<file path="config.mk">
export PLATFORM = sky130hd
export DESIGN_NAME = tetris_vga_capture
export DESIGN_NICKNAME = d
export VERILOG_FILES = /design/src/rtl/tetris_vga_capture.sv
export SDC_FILE = /design/constraint.sdc
export NUM_CORES = 1
export LEC_CHECK = 0
export BUFFER_PORTS_ARGS = -buffer_cell sky130_fd_sc_hd__clkbuf_2
export CAP_MARGIN = 20
export CORE_ASPECT_RATIO = 0.5
export CORE_MARGIN = 2
export CORE_UTILIZATION = 58
export CTS_CLUSTER_SIZE = 14
export DETAILED_ROUTE_END_ITERATION = 7
export GPL_TIMING_DRIVEN = 0
export PLACE_DENSITY = 0.8
export SLEW_MARGIN = 20
export SYNTH_ARGS = -nofsm -noshare
export SYNTH_HDL_FRONTEND = slang
export SYNTH_SLANG_ARGS = --single-unit
</file>
<file path="constraint.sdc">
create_clock -name clk -period 3.04 [get_ports clk]
set_clock_uncertainty 0.15 [all_clocks]
set_input_delay 0.76 -clock clk [delete_from_list [all_inputs] [get_ports clk]]
set_output_delay 0.76 -clock clk [all_outputs]
set_load 0.1 [all_outputs]
</file>
<file path="src/rtl/tetris_vga_capture.sv">
// Rebuilds the two 10x20 Tetris grids from a VGA Hsync/Vsync/RGB stream and publishes them once per frame.
// Latency: 2 clk sync, frame_valid 2 clk after the 200th cell sample; frame_short 1 clk after synced Vsync fall.
// Backpressure: none; free-running capture, outputs hold between frame_valid pulses.
module tetris_vga_capture #(
    parameter int CLK_PER_PIXEL = 4,
    parameter int GRID_X0       = 257,
    parameter int GRID_Y0       = 80,
    parameter int CELL          = 16
) (
    input  logic         clk,
    input  logic         rst_n,
    input  logic         Hsync,
    input  logic         Vsync,
    input  logic [2:0]   R,
    input  logic [2:0]   G,
    input  logic [1:0]   B,
    output logic [199:0] GridA_out,
    output logic [199:0] GridB_out,
    output logic         frame_valid,
    output logic         decode_err,
    output logic         frame_short
);

    localparam int PH_W = (CLK_PER_PIXEL > 1) ? $clog2(CLK_PER_PIXEL) : 1;
    localparam logic [PH_W-1:0] PH_MAX  = PH_W'(CLK_PER_PIXEL - 1);
    localparam logic [PH_W-1:0] PH_MID  = PH_W'(CLK_PER_PIXEL / 2);
    localparam logic [10:0]     X0      = 11'(GRID_X0);
    localparam logic [10:0]     Y0      = 11'(GRID_Y0);
    localparam logic [10:0]     X_SPAN  = 11'(10 * CELL);
    localparam logic [10:0]     Y_SPAN  = 11'(20 * CELL);
    localparam logic [10:0]     C_MASK  = 11'(CELL - 1);
    localparam logic [10:0]     C_HALF  = 11'(CELL / 2);

    typedef enum logic [1:0] {
        S_WAIT_VS = 2'd0,
        S_FRAME   = 2'd1,
        S_DONE    = 2'd2
    } state_t;

    state_t state, state_nxt;

    logic       hs_s1, hs_s2, hs_q;
    logic       vs_s1, vs_s2, vs_q;
    logic [7:0] rgb_d1, rgb_d2;
    logic       hs_rise, hs_fall, vs_fall;

    logic [8:0]       line_y;
    logic [9:0]       pix_x;
    logic [PH_W-1:0]  ph;
    logic [7:0]       cnt;
    logic             err_acc;
    logic [199:0]     shadow_a, shadow_b;

    logic [10:0] dx, dy;
    logic        x_hit, y_hit, strike;
    logic        dec_a, dec_b, dec_bad;
    logic        clr, shift, commit, short_nxt;

    // Syncs are idle-high, so the synchroniser resets to 1 to avoid a false edge.
    always_ff @(posedge clk or negedge rst_n) begin
        if (!rst_n) begin
            hs_s1  <= 1'b1;
            hs_s2  <= 1'b1;
            hs_q   <= 1'b1;
            vs_s1  <= 1'b1;
            vs_s2  <= 1'b1;
            vs_q   <= 1'b1;
            rgb_d1 <= 8'd0;
            rgb_d2 <= 8'd0;
        end else begin
            hs_s1  <= Hsync;
            hs_s2  <= hs_s1;
            hs_q   <= hs_s2;
            vs_s1  <= Vsync;
            vs_s2  <= vs_s1;
            vs_q   <= vs_s2;
            rgb_d1 <= {R, G, B};
            rgb_d2 <= rgb_d1;
        end
    end

    assign hs_rise = hs_s2 & ~hs_q;
    assign hs_fall = ~hs_s2 & hs_q;
    assign vs_fall = ~vs_s2 & vs_q;

    always_ff @(posedge clk or negedge rst_n) begin
        if (!rst_n) begin
            line_y <= 9'd0;
            pix_x  <= 10'd0;
            ph     <= '0;
        end else begin
            if (vs_fall) begin
                line_y <= 9'd0;
            end else if (hs_fall && line_y != 9'd511) begin
                line_y <= line_y + 9'd1;
            end
            if (hs_rise) begin
                ph    <= '0;
                pix_x <= 10'd0;
            end else if (ph == PH_MAX) begin
                ph <= '0;
                if (pix_x != 10'd1023) begin
                    pix_x <= pix_x + 10'd1;
                end
            end else begin
                ph <= ph + 1'b1;
            end
        end
    end

    // Sign bit of the 11-bit difference marks positions left of / above the grid.
    assign dx     = {1'b0, pix_x} - X0;
    assign dy     = {2'b00, line_y} - Y0;
    assign x_hit  = !dx[10] && (dx < X_SPAN) && ((dx & C_MASK) == C_HALF);
    assign y_hit  = !dy[10] && (dy < Y_SPAN) && ((dy & C_MASK) == C_HALF);
    assign strike = (state == S_FRAME) && (ph == PH_MID) && x_hit && y_hit;

    always_comb begin
        dec_a   = 1'b0;
        dec_b   = 1'b0;
        dec_bad = 1'b0;
        if (rgb_d2[7:5] != 3'd0 && rgb_d2[4:2] == 3'd0 && rgb_d2[1:0] == 2'd0) begin
            dec_a = 1'b1;
        end else if (rgb_d2[7:5] == 3'd0 && rgb_d2[4:2] == 3'd0 && rgb_d2[1:0] != 2'd0) begin
            dec_b = 1'b1;
        end else if (rgb_d2[7:5] == 3'd0 && rgb_d2[4:2] != 3'd0 && rgb_d2[1:0] == 2'd0) begin
            dec_a = 1'b1;
            dec_b = 1'b1;
        end else if (rgb_d2 != 8'd0) begin
            dec_bad = 1'b1;
        end
    end

    // Vsync fall takes priority over a coincident strike.
    always_comb begin
        state_nxt = state;
        clr       = 1'b0;
        shift     = 1'b0;
        commit    = 1'b0;
        short_nxt = 1'b0;
        case (state)
            S_WAIT_VS: begin
                if (vs_fall) begin
                    clr       = 1'b1;
                    state_nxt = S_FRAME;
                end
            end
            S_FRAME: begin
                if (vs_fall) begin
                    clr       = 1'b1;
                    short_nxt = (cnt < 8'd200);
                end else if (strike) begin
                    shift = 1'b1;
                    if (cnt == 8'd199) begin
                        state_nxt = S_DONE;
                    end
                end
            end
            S_DONE: begin
                commit    = 1'b1;
                state_nxt = S_WAIT_VS;
            end
            default: state_nxt = S_WAIT_VS;
        endcase
    end

    always_ff @(posedge clk or negedge rst_n) begin
        if (!rst_n) begin
            state       <= S_WAIT_VS;
            cnt         <= 8'd0;
            err_acc     <= 1'b0;
            shadow_a    <= '0;
            shadow_b    <= '0;
            GridA_out   <= '0;
            GridB_out   <= '0;
            frame_valid <= 1'b0;
            decode_err  <= 1'b0;
            frame_short <= 1'b0;
        end else begin
            state       <= state_nxt;
            frame_valid <= commit;
            frame_short <= short_nxt;
            if (clr) begin
                cnt     <= 8'd0;
                err_acc <= 1'b0;
            end else if (shift) begin
                cnt      <= cnt + 8'd1;
                err_acc  <= err_acc | dec_bad;
                shadow_a <= {shadow_a[198:0], dec_a};
                shadow_b <= {shadow_b[198:0], dec_b};
            end
            if (commit) begin
                GridA_out  <= shadow_a;
                GridB_out  <= shadow_b;
                decode_err <= err_acc;
            end
        end
    end

endmodule

</file>
### Word level (Yosys, flattened, before mapping)

Index checks and enable logic that the tools add are counted.

* register bits: 857
* bits of input ports: 12
* output and inout port bits: 403
* word-level logic and storage cells: 116

* $add $sub $neg: 6
* $lt $le $gt $ge: 3
* equality and inequality tests: 13
* multiplexer cells: 33
* bitwise logic cells: 8
* reductions and logical operators: 32

Operator list (number)
* 10-bit 2-to-1 mux: 3
* 1-bit 2-to-1 mux: 19
* 9-bit 2-to-1 mux: 2
* 8-bit 2-to-1 mux: 2
* 1-bit logical AND: 14
* 2-bit 2-to-1 mux: 6
* 11-bit by 8-bit less-than comparator with 1-bit output, second input constant: 1
* 11-bit by 9-bit less-than comparator with 1-bit output, second input constant: 1
* 10-bit by 9-bit subtractor with 11-bit output, second input constant: 1
* 10-bit by 1-bit adder with 10-bit output, second input constant: 1
* 10-bit != test, second input constant: 1
* 2-bit nonzero test: 5
* 9-bit by 7-bit subtractor with 10-bit output, second input constant: 1
* 9-bit by 1-bit adder with 9-bit output, second input constant: 1
* 9-bit != test, second input constant: 1
* 8-bit by 1-bit adder with 8-bit output, second input constant: 1
* 4-bit == test, second input constant: 2
* 8-bit == test, second input constant: 1
* 8-bit less-than comparator, second input constant: 1
* 8-bit nonzero test: 1
* 2-bit == test, second input constant: 3
* 3-bit zero test: 2
* 2-bit != test, second input constant: 3
* 3-bit nonzero test: 2
* other kinds (12): 20

### Logic depth before layout (Yosys ltp)

Gate-level depths: netlist of run 1.

* word-level depth: 11
* depth in mapped cells: 10
* depth with buffers taken out: 8

### Worst setup path before layout of run 1

No wires, ideal clock.

* path kind: reg-to-reg
* start point: reg pix_x[0]
* end point: reg shadow_a[0]
* library setup time: 0.125 ns
* data arrival time: 2.301 ns
* data required time: 2.765 ns
* setup slack: 0.464 ns
* stages on the path, launching flop included: 11
* path buffers: 3
* clock period less this slack: 2.576 ns
* cell sequence: dfrtp_1 inv_1 ha_1 or2_2 o2bb2ai_1 nand4bb_4 nand2b_4 buf_12 buf_12 buf_12 mux2_4

* word-level cells in the longest chain between the ends: 10
* elaborated cells on any way between the ends: 12
* classes of those cells: add/sub: 1; order compare: 1; eq/ne: 1; mux: 3; reduce/logical: 6

Ends and longest elaborated chain
* start: declaration: RTL line 48 `logic [9:0] pix_x;`
* start signal: assignment: RTL line 103 `pix_x <= pix_x + 10'd1;`
* 10-bit by 9-bit subtractor with 11-bit output *: RTL line 112 `assign dx = {1'b0, pix_x} - X0;`
* 11-bit by 8-bit less-than comparator with 1-bit output / 1-bit zero test (equally long branches): RTL line 114 `assign x_hit = !dx[10] && (dx < X_SPAN) && ((dx & C_MASK) == C_HALF);`
* 1-bit logical AND: RTL line 114
* 1-bit logical AND *: RTL line 114
* 1-bit logical AND * (2 in series): RTL line 116 `assign strike = (state == S_FRAME) && (ph == PH_MID) && x_hit && y_hit;`
* 1-bit 2-to-1 mux *: RTL line 152 `end else if (strike) begin`
* 1-bit 2-to-1 mux *: RTL line 149 `if (vs_fall) begin`
* 1-bit 2-to-1 mux *: RTL line 141 `case (state)`
* 2-bit AND reduction (no source line) *
* end signal: assignment: RTL line 189 `shadow_a <= {shadow_a[198:0], dec_a};`
* end: declaration: RTL line 52 `logic [199:0] shadow_a, shadow_b;`

Mark *: on every way between the ends. The rest lies on a longest branch, timed or not.
A chain may end at the register's enable or synchronous reset.

### Worst setup path in the final report of run 1

* start point: reg pix_x[0]
* end point: reg shadow_b[187]

* word-level cells in the longest chain between the ends: 10
* elaborated cells on any way between the ends: 12
* classes of those cells: add/sub: 1; order compare: 1; eq/ne: 1; mux: 3; reduce/logical: 6

Ends and longest elaborated chain
* 10-bit by 9-bit subtractor with 11-bit output *: RTL line 112
* 11-bit by 8-bit less-than comparator with 1-bit output / 1-bit zero test (equally long branches): RTL line 114
* 1-bit logical AND: RTL line 114
* 1-bit logical AND *: RTL line 114
* 1-bit logical AND * (2 in series): RTL line 116
* 1-bit 2-to-1 mux *: RTL line 152
* 1-bit 2-to-1 mux *: RTL line 149
* 1-bit 2-to-1 mux *: RTL line 141
* 2-bit AND reduction (no source line) *
* end signal: assignment: RTL line 190 `shadow_b <= {shadow_b[198:0], dec_b};`
* end: declaration: RTL line 52

Marked as above.

==> impl_metrics.ini, run 1 <==
[status]
outcome = complete, no violations

[synth]
yosys.area.top_type_share_pct = 62.3
synth_area_um2 = 34200
synth_edf_count = 0
mappedNetlistNets = 1961
ys.flop_type = dfrtp_1
syn_avg_cell_area_um2 = 17.6
synth-seq-cells = 857
yosysMostFrequentCell = dfrtp_1
yosys-top-cells-area = dfrtp_1 62%, mux2_4 17%, mux2_2 14%
ys_types = 52
synth_common_cells = 851 x dfrtp_1, 423 x mux2_2, 377 x mux2_4
netlist_instances = 1940
seq_area_frac_synth_pct = 62.8
synth_top_area_cell = dfrtp_1
async_reset_ff_share_pct = 100
yosys_warnings = 0

[clock_network]
cts_tree = done
cts_setup_buffers = 0
cts_buffers = 75
clk_path_buf_depth = 3
htreeDepth = 3
hold_buffers = 0
clock-sinks = 857
cts_root_buf = clkbuf_16
worstSkewPairLatency_ns = 0.59
post_cts_resized = 0
path_clk_slew_ns = 0.06

[route]
drtPass1Iterations = 4
vias = 17318
wl_um = 65000
dr.first_iter.drc_count = 783
wl_per_cell_um = 20.0
ant_nets = 0
vias_per_cell = 5.33
route.detailed.drc = 0

[timing]
hold_ws_ns = 0.0806
slew_violations = 0
finalSetupViolCount = 0
slew_headroom_pct = 40.9
rsz0062_at_grt = false
min_period_over_period_pct = 94.2
clock.fmax_mhz = 349
finalHoldViolCount = 0
finalSetupTns_ns = 0
layout_min_cycle_time_ns = 2.86
tightest_slew_ns = 0.887

[power_and_ir_drop]
max-vdd-ir-drop_mv = 0.406
p_sw_w = 0.00444
p_per_area_nw_per_um2 = 527
cellLeakagePower_nw = 21.8
clkPwrFrac_pct = 42.3
internal_power_w = 0.0164
p_comb_share_pct = 2.6
p_sw_share_pct = 21.3
p_seq_share_pct = 55.1

[floorplanning]
core-area_um2 = 57800
die_height_um = 176
die_area_um2 = 61000
start_util_pct = 59.1
pin_count = 415
die_x_um = 347
rows = 62

[setup_path]
r2r-start = pix_x[0]
crit_top_cell = buf_12
reg2reg_depth = 10
crit_arrival_ns = 3.19
crit_buf_inv = 4
cpPeakStageDelay_ns = 0.49
critPathTopFamily = simple AND/OR/NAND/NOR gates
cp-end-kind = register
slowest_stage = dfrtp_1
critPathRequiredTime_ns = 3.36
rrSetupSlack_ns = 0.18
critical_path_class = reg -> reg
timing.rr.end = shadow_b[187]
crit_chain = inv_1 > ha_1 > or2_2 > o2bb2ai_1 > nand4bb_4 > nand2b_4 > buf_12 > buf_12 > buf_12 > mux2_4
crit_fanout = 10
worst_setup_path_start_kind = register

[layout]
regArea_um2 = 21500
fillers = 3823
fin_nets = 2462
syn_to_final_growth_pct = 16.1
diodes = 0
multi_input_area_um2 = 11600
drive_gt1_share_pct = 55.7

[global_route]
grt_pass1_vias = 18592
grt_pass1_wl_um = 105000
grt.total_usage_pct = 21.7
antenna_found_initial = 0
grt_max_degree = 94
overflow = 0

[run]
cap_violations = 0

[placement]
hpwl_um = 44700
place_congestion = 0.815
io_buffers = 414

[worst_hold_path]
worstHoldPathType = in -> async
-- power groups by stage --
stage	clock [W]	sequential, W	combinational, W
after floorplan	0	0.0117	0.000230
after global placement	0	0.0117	0.000498
after detailed placement	0	0.0117	0.000560
after CTS	0.00905	0.0115	0.000563
after global routing	0.00954	0.0115	0.000630
final	0.00884	0.0115	0.000547
-- worst register-to-register path, delay by kind of cell, from the launching register on --
family,cells,cell delay (ns)
AND/OR/NAND/NOR,3,0.73
buffers and inverters,4,0.64
flip-flops,1,0.49
multiplexers,1,0.31
adder cells (fa/ha/maj),1,0.30
AO/OA/AOI/OAI,1,0.13
-- logic make-up after synthesis --
logic type / count (synthesis) / share of synthesized area (%)
mux: 805 / 30.7
buf+inv: 107 / 3.25
xor+xnor: 14 / 0.359
compound gates: 46 / 0.908
fa+ha+maj: 10 / 0.359
flops: 857 / 62.8
simple gates: 101 / 1.70
-- area by class of cell --
cell class,instances,area share [%]
buffer,97,2.70
multi-input combinational,976,29.3
tap,768,2.42
clock buffer,105,5.32
inverter,10,0.0946
timing repair buffer,424,5.94
sequential,857,54.1
clock inverter,11,0.158
-- routing by layer --
layer	track usage (%)	wire length, um	vias to the layer above
li1	-	-	7863
met1	28.1	27100	9071
met2	37.7	33700	270
met3	3.54	1930	114
met4	7.66	2280	0
met5	0	0	-
-- cells in the final DEF (no fill, tap or decap), types with 6 or more instances in the layout --
cell       synthesis  layout
dfrtp_1          851     851
mux2_2           423     423
clkbuf_2           0     413
mux2_4           377     377
clkbuf_16          0      77
clkbuf_1          50      70
buf_12            43      43
nor2_1            23      23
nand4_1           13      13
o21ai_0           13      13
a21oi_1           13      13
nand2_1           13      13
or3_1             11      11
inv_1             10      10
buf_16             0      10
nor3_1             9       9
ha_1               9       9
clkbuf_8           0       9
clkinv_2           0       9
xor2_1             8       8
xnor2_1            6       6
dfstp_2            6       6
-- sequential cells by signal, indices dropped and copies added (netlist names), 8 cells and up --
register   cells
shadow_a     200
GridA_out    200
rgb_d2         8
shadow_b     200
line_y         9
pix_x         10
cnt            8
rgb_d1         8
GridB_out    200
-- per-stage QoR --
| step | power [W] | instances | setup slack, ns | util (%) | instance area (um2) |
|---|---|---|---|---|---|
| finish | 0.0209 | 3248 | 0.177 | 68.6 | 39700 |
| global route | 0.0217 | 3248 | 0.00311 | 68.6 | 39700 |
| CTS | 0.0211 | 3248 | 0.172 | 68.6 | 39700 |
| detailed placement | 0.0123 | 3132 | 0.192 | 64.9 | 37500 |
| global placement | 0.0122 | 3122 | -18.77 | 64.4 | 37200 |
| floorplan | 0.0119 | 1940 | 0.464 | - | 34200 |
-- worst max path at each step --
stage	depth (start not counted)	startpoint	endpoint
floorplan	10	pix_x[0]	shadow_a[0]
global placement	1	rst_n	GridA_out[61]
detailed placement	5	state[1]	GridB_out[41]
CTS	5	state[1]	GridB_out[21]
global route	5	state[1]	GridB_out[21]
finish	10	pix_x[0]	shadow_b[187]
Note: power is estimated with default switching activity, not from simulation.
==> inputs of run 2 (changes only) <==
--- a/config.mk
+++ b/config.mk
@@ -8,7 +8,6 @@
 export BUFFER_PORTS_ARGS = -buffer_cell sky130_fd_sc_hd__clkbuf_2
 export CAP_MARGIN = 20
 export CORE_ASPECT_RATIO = 0.5
-export CORE_MARGIN = 2
 export CORE_UTILIZATION = 58
 export CTS_CLUSTER_SIZE = 14
 export DETAILED_ROUTE_END_ITERATION = 7
==> impl_metrics.ini, run 2 (same netlist as run 1, synthesis figures left out) <==
[status]
outcome = complete, no violations

[power_and_ir_drop]
p_comb_share_pct = 2.5
internal_power_w = 0.0169
max-vdd-ir-drop_mv = 0.497
clkPwrFrac_pct = 44.0
p_per_area_nw_per_um2 = 539
p_seq_share_pct = 53.5
cellLeakagePower_nw = 21.9
p_sw_w = 0.00455
p_sw_share_pct = 21.2

[timing]
finalSetupTns_ns = 0
layout_min_cycle_time_ns = 2.84
slew_violations = 0
rsz0062_at_grt = false
slew_headroom_pct = 48.8
clock.fmax_mhz = 352
finalHoldViolCount = 0
tightest_slew_ns = 0.761
min_period_over_period_pct = 93.5
finalSetupViolCount = 0

[placement]
io_buffers = 414
placed_area_um2 = 37500
place_congestion = 0.800
hpwl_um = 43900
dp.cells = 3131

[setup_path]
slowest_stage = dfrtp_1
critPathRequiredTime_ns = 3.37
crit_arrival_ns = 3.17
r2r-start = pix_x[0]
crit_fanout = 10
crit_chain = inv_1 > ha_1 > or2_2 > o2bb2ai_1 > nand4bb_4 > nand2b_4 > buf_12 > buf_12 > buf_12 > mux2_4
worst_setup_path_start_kind = register
critical_path_class = reg -> reg
crit_top_cell = buf_12
cpPeakStageDelay_ns = 0.48
crit_start = pix_x[0]
cp-end-kind = register
critPathTopFamily = simple AND/OR/NAND/NOR gates
crit_buf_inv = 4

[floorplanning]
die_height_um = 174
die_area_um2 = 60000
start_util_pct = 59.1
rows = 62
die_x_um = 345
core-area_um2 = 57800
pin_count = 415

[clock_network]
cts_buffers = 75
hold_buffers = 0
htreeDepth = 3
worstSkewPairLatency_ns = 0.61
cts_tree = done
path_clk_slew_ns = 0.06
cts_setup_buffers = 0
cts_root_buf = clkbuf_16
clock-sinks = 857
clk_path_buf_depth = 3

[global_route]
grt_max_degree = 96
grt_pass1_vias = 18520
overflow = 0
antenna_found_initial = 2
grt_pass1_wl_um = 105000
grt.total_usage_pct = 22.0

[route]
dr.first_iter.drc_count = 934
wl_per_cell_um = 19.7
route.detailed.drc = 0
wl_um = 64400
ant_nets = 0
drtPass1Iterations = 4
vias = 17478
vias_per_cell = 5.36

[layout]
syn_to_final_growth_pct = 16.7
fin_nets = 2461
stdcell_count = 3263
fillers = 3786
drive_gt1_share_pct = 55.7
mostFrequentLayoutCells = 851 x dfrtp_1, 423 x mux2_2, 413 x clkbuf_2
final_common_cell = dfrtp_1
stdcell_area_um2 = 39900
utilization_pct = 69.0

[worst_hold_path]
worstHoldPathType = in -> async

[run]
cap_violations = 0
## run 2: cell count changes in the layout (fill, tap and decap cells not counted), moves of 2 or more
cell,delta
bufinv_16,+4
clkbuf_1,+7
clkbuf_8,+4
clkinv_8,+2
clkinv_2,-5
diode_2,+3
## run 2: path summary, 6_finish.rpt
kind                       slack (ns)  cells past startpoint             to
max reg2reg                      0.20                     10   shadow_b[38]
max in group asynchronous        0.92                      4  GridA_out[59]
max                              0.20                     10   shadow_b[38]
min reg2reg                      0.20                      0      rgb_d2[2]
min in group clk                 0.09                      1          vs_s1
min                              0.03                      1  GridB_out[66]
## run 2: per-layer routing
metal,wire [um],vias to the layer above,part of all wire [%],global-route usage [%]
met5,0,-,0,0
met4,2320,0,3.6,8.07
met3,1760,119,2.7,3.57
met2,33200,256,52,37.5
met1,27200,9229,42,28.6
li1,-,7874,-,-
## run 2: final cells by class
class	count	area (um2)	area share [%]
Sequential cell	857	21500	53.8
Multi-Input combinational cell	976	11600	29.1
Timing Repair Buffer	423	2330	5.84
Clock buffer	116	2190	5.50
Buffer	97	1070	2.69
Tap cell	768	961	2.41
Clock inverter	13	199	0.499
Inverter	10	37.5	0.0942
Antenna cell	3	7.51	0.0188
## run 2: worst register-to-register path, stage by stage, from the launching register on
cell and delay [ns]:
dfrtp_1 0.48, inv_1 0.13, ha_1 0.30, or2_2 0.33, o2bb2ai_1 0.13, nand4bb_4 0.22, nand2b_4 0.17, buf_12 0.16
buf_12 0.17, buf_12 0.18, mux2_4 0.30
## run 2: metrics by stage
stage / hold slack, ns / total power [W] / setup slack, ns
after detailed placement: 0.185 / 0.0123 / 0.208
after global routing: 0.0457 / 0.0222 / 0.0493
after CTS: 0.0312 / 0.0217 / 0.190
final: 0.0290 / 0.0215 / 0.198
after floorplan: 0.181 / 0.0119 / 0.464
after global placement: 0.182 / 0.0122 / -18.79
## run 2: power groups by stage
| stage | sequential, W | clock [W] | combinational (W) |
|---|---|---|---|
| after CTS | 0.0115 | 0.00965 | 0.000561 |
| final | 0.0115 | 0.00945 | 0.000544 |
| after global routing | 0.0115 | 0.0101 | 0.000632 |
| after floorplan | 0.0117 | 0 | 0.000230 |
| after detailed placement | 0.0117 | 0 | 0.000556 |
| after global placement | 0.0117 | 0 | 0.000504 |
## run 2: repair_timing
action	4_1_cts	5_1_grt
endpoints found under the setup margin	0	2
resized for setup	0	1
hold endpoints to repair	0	0
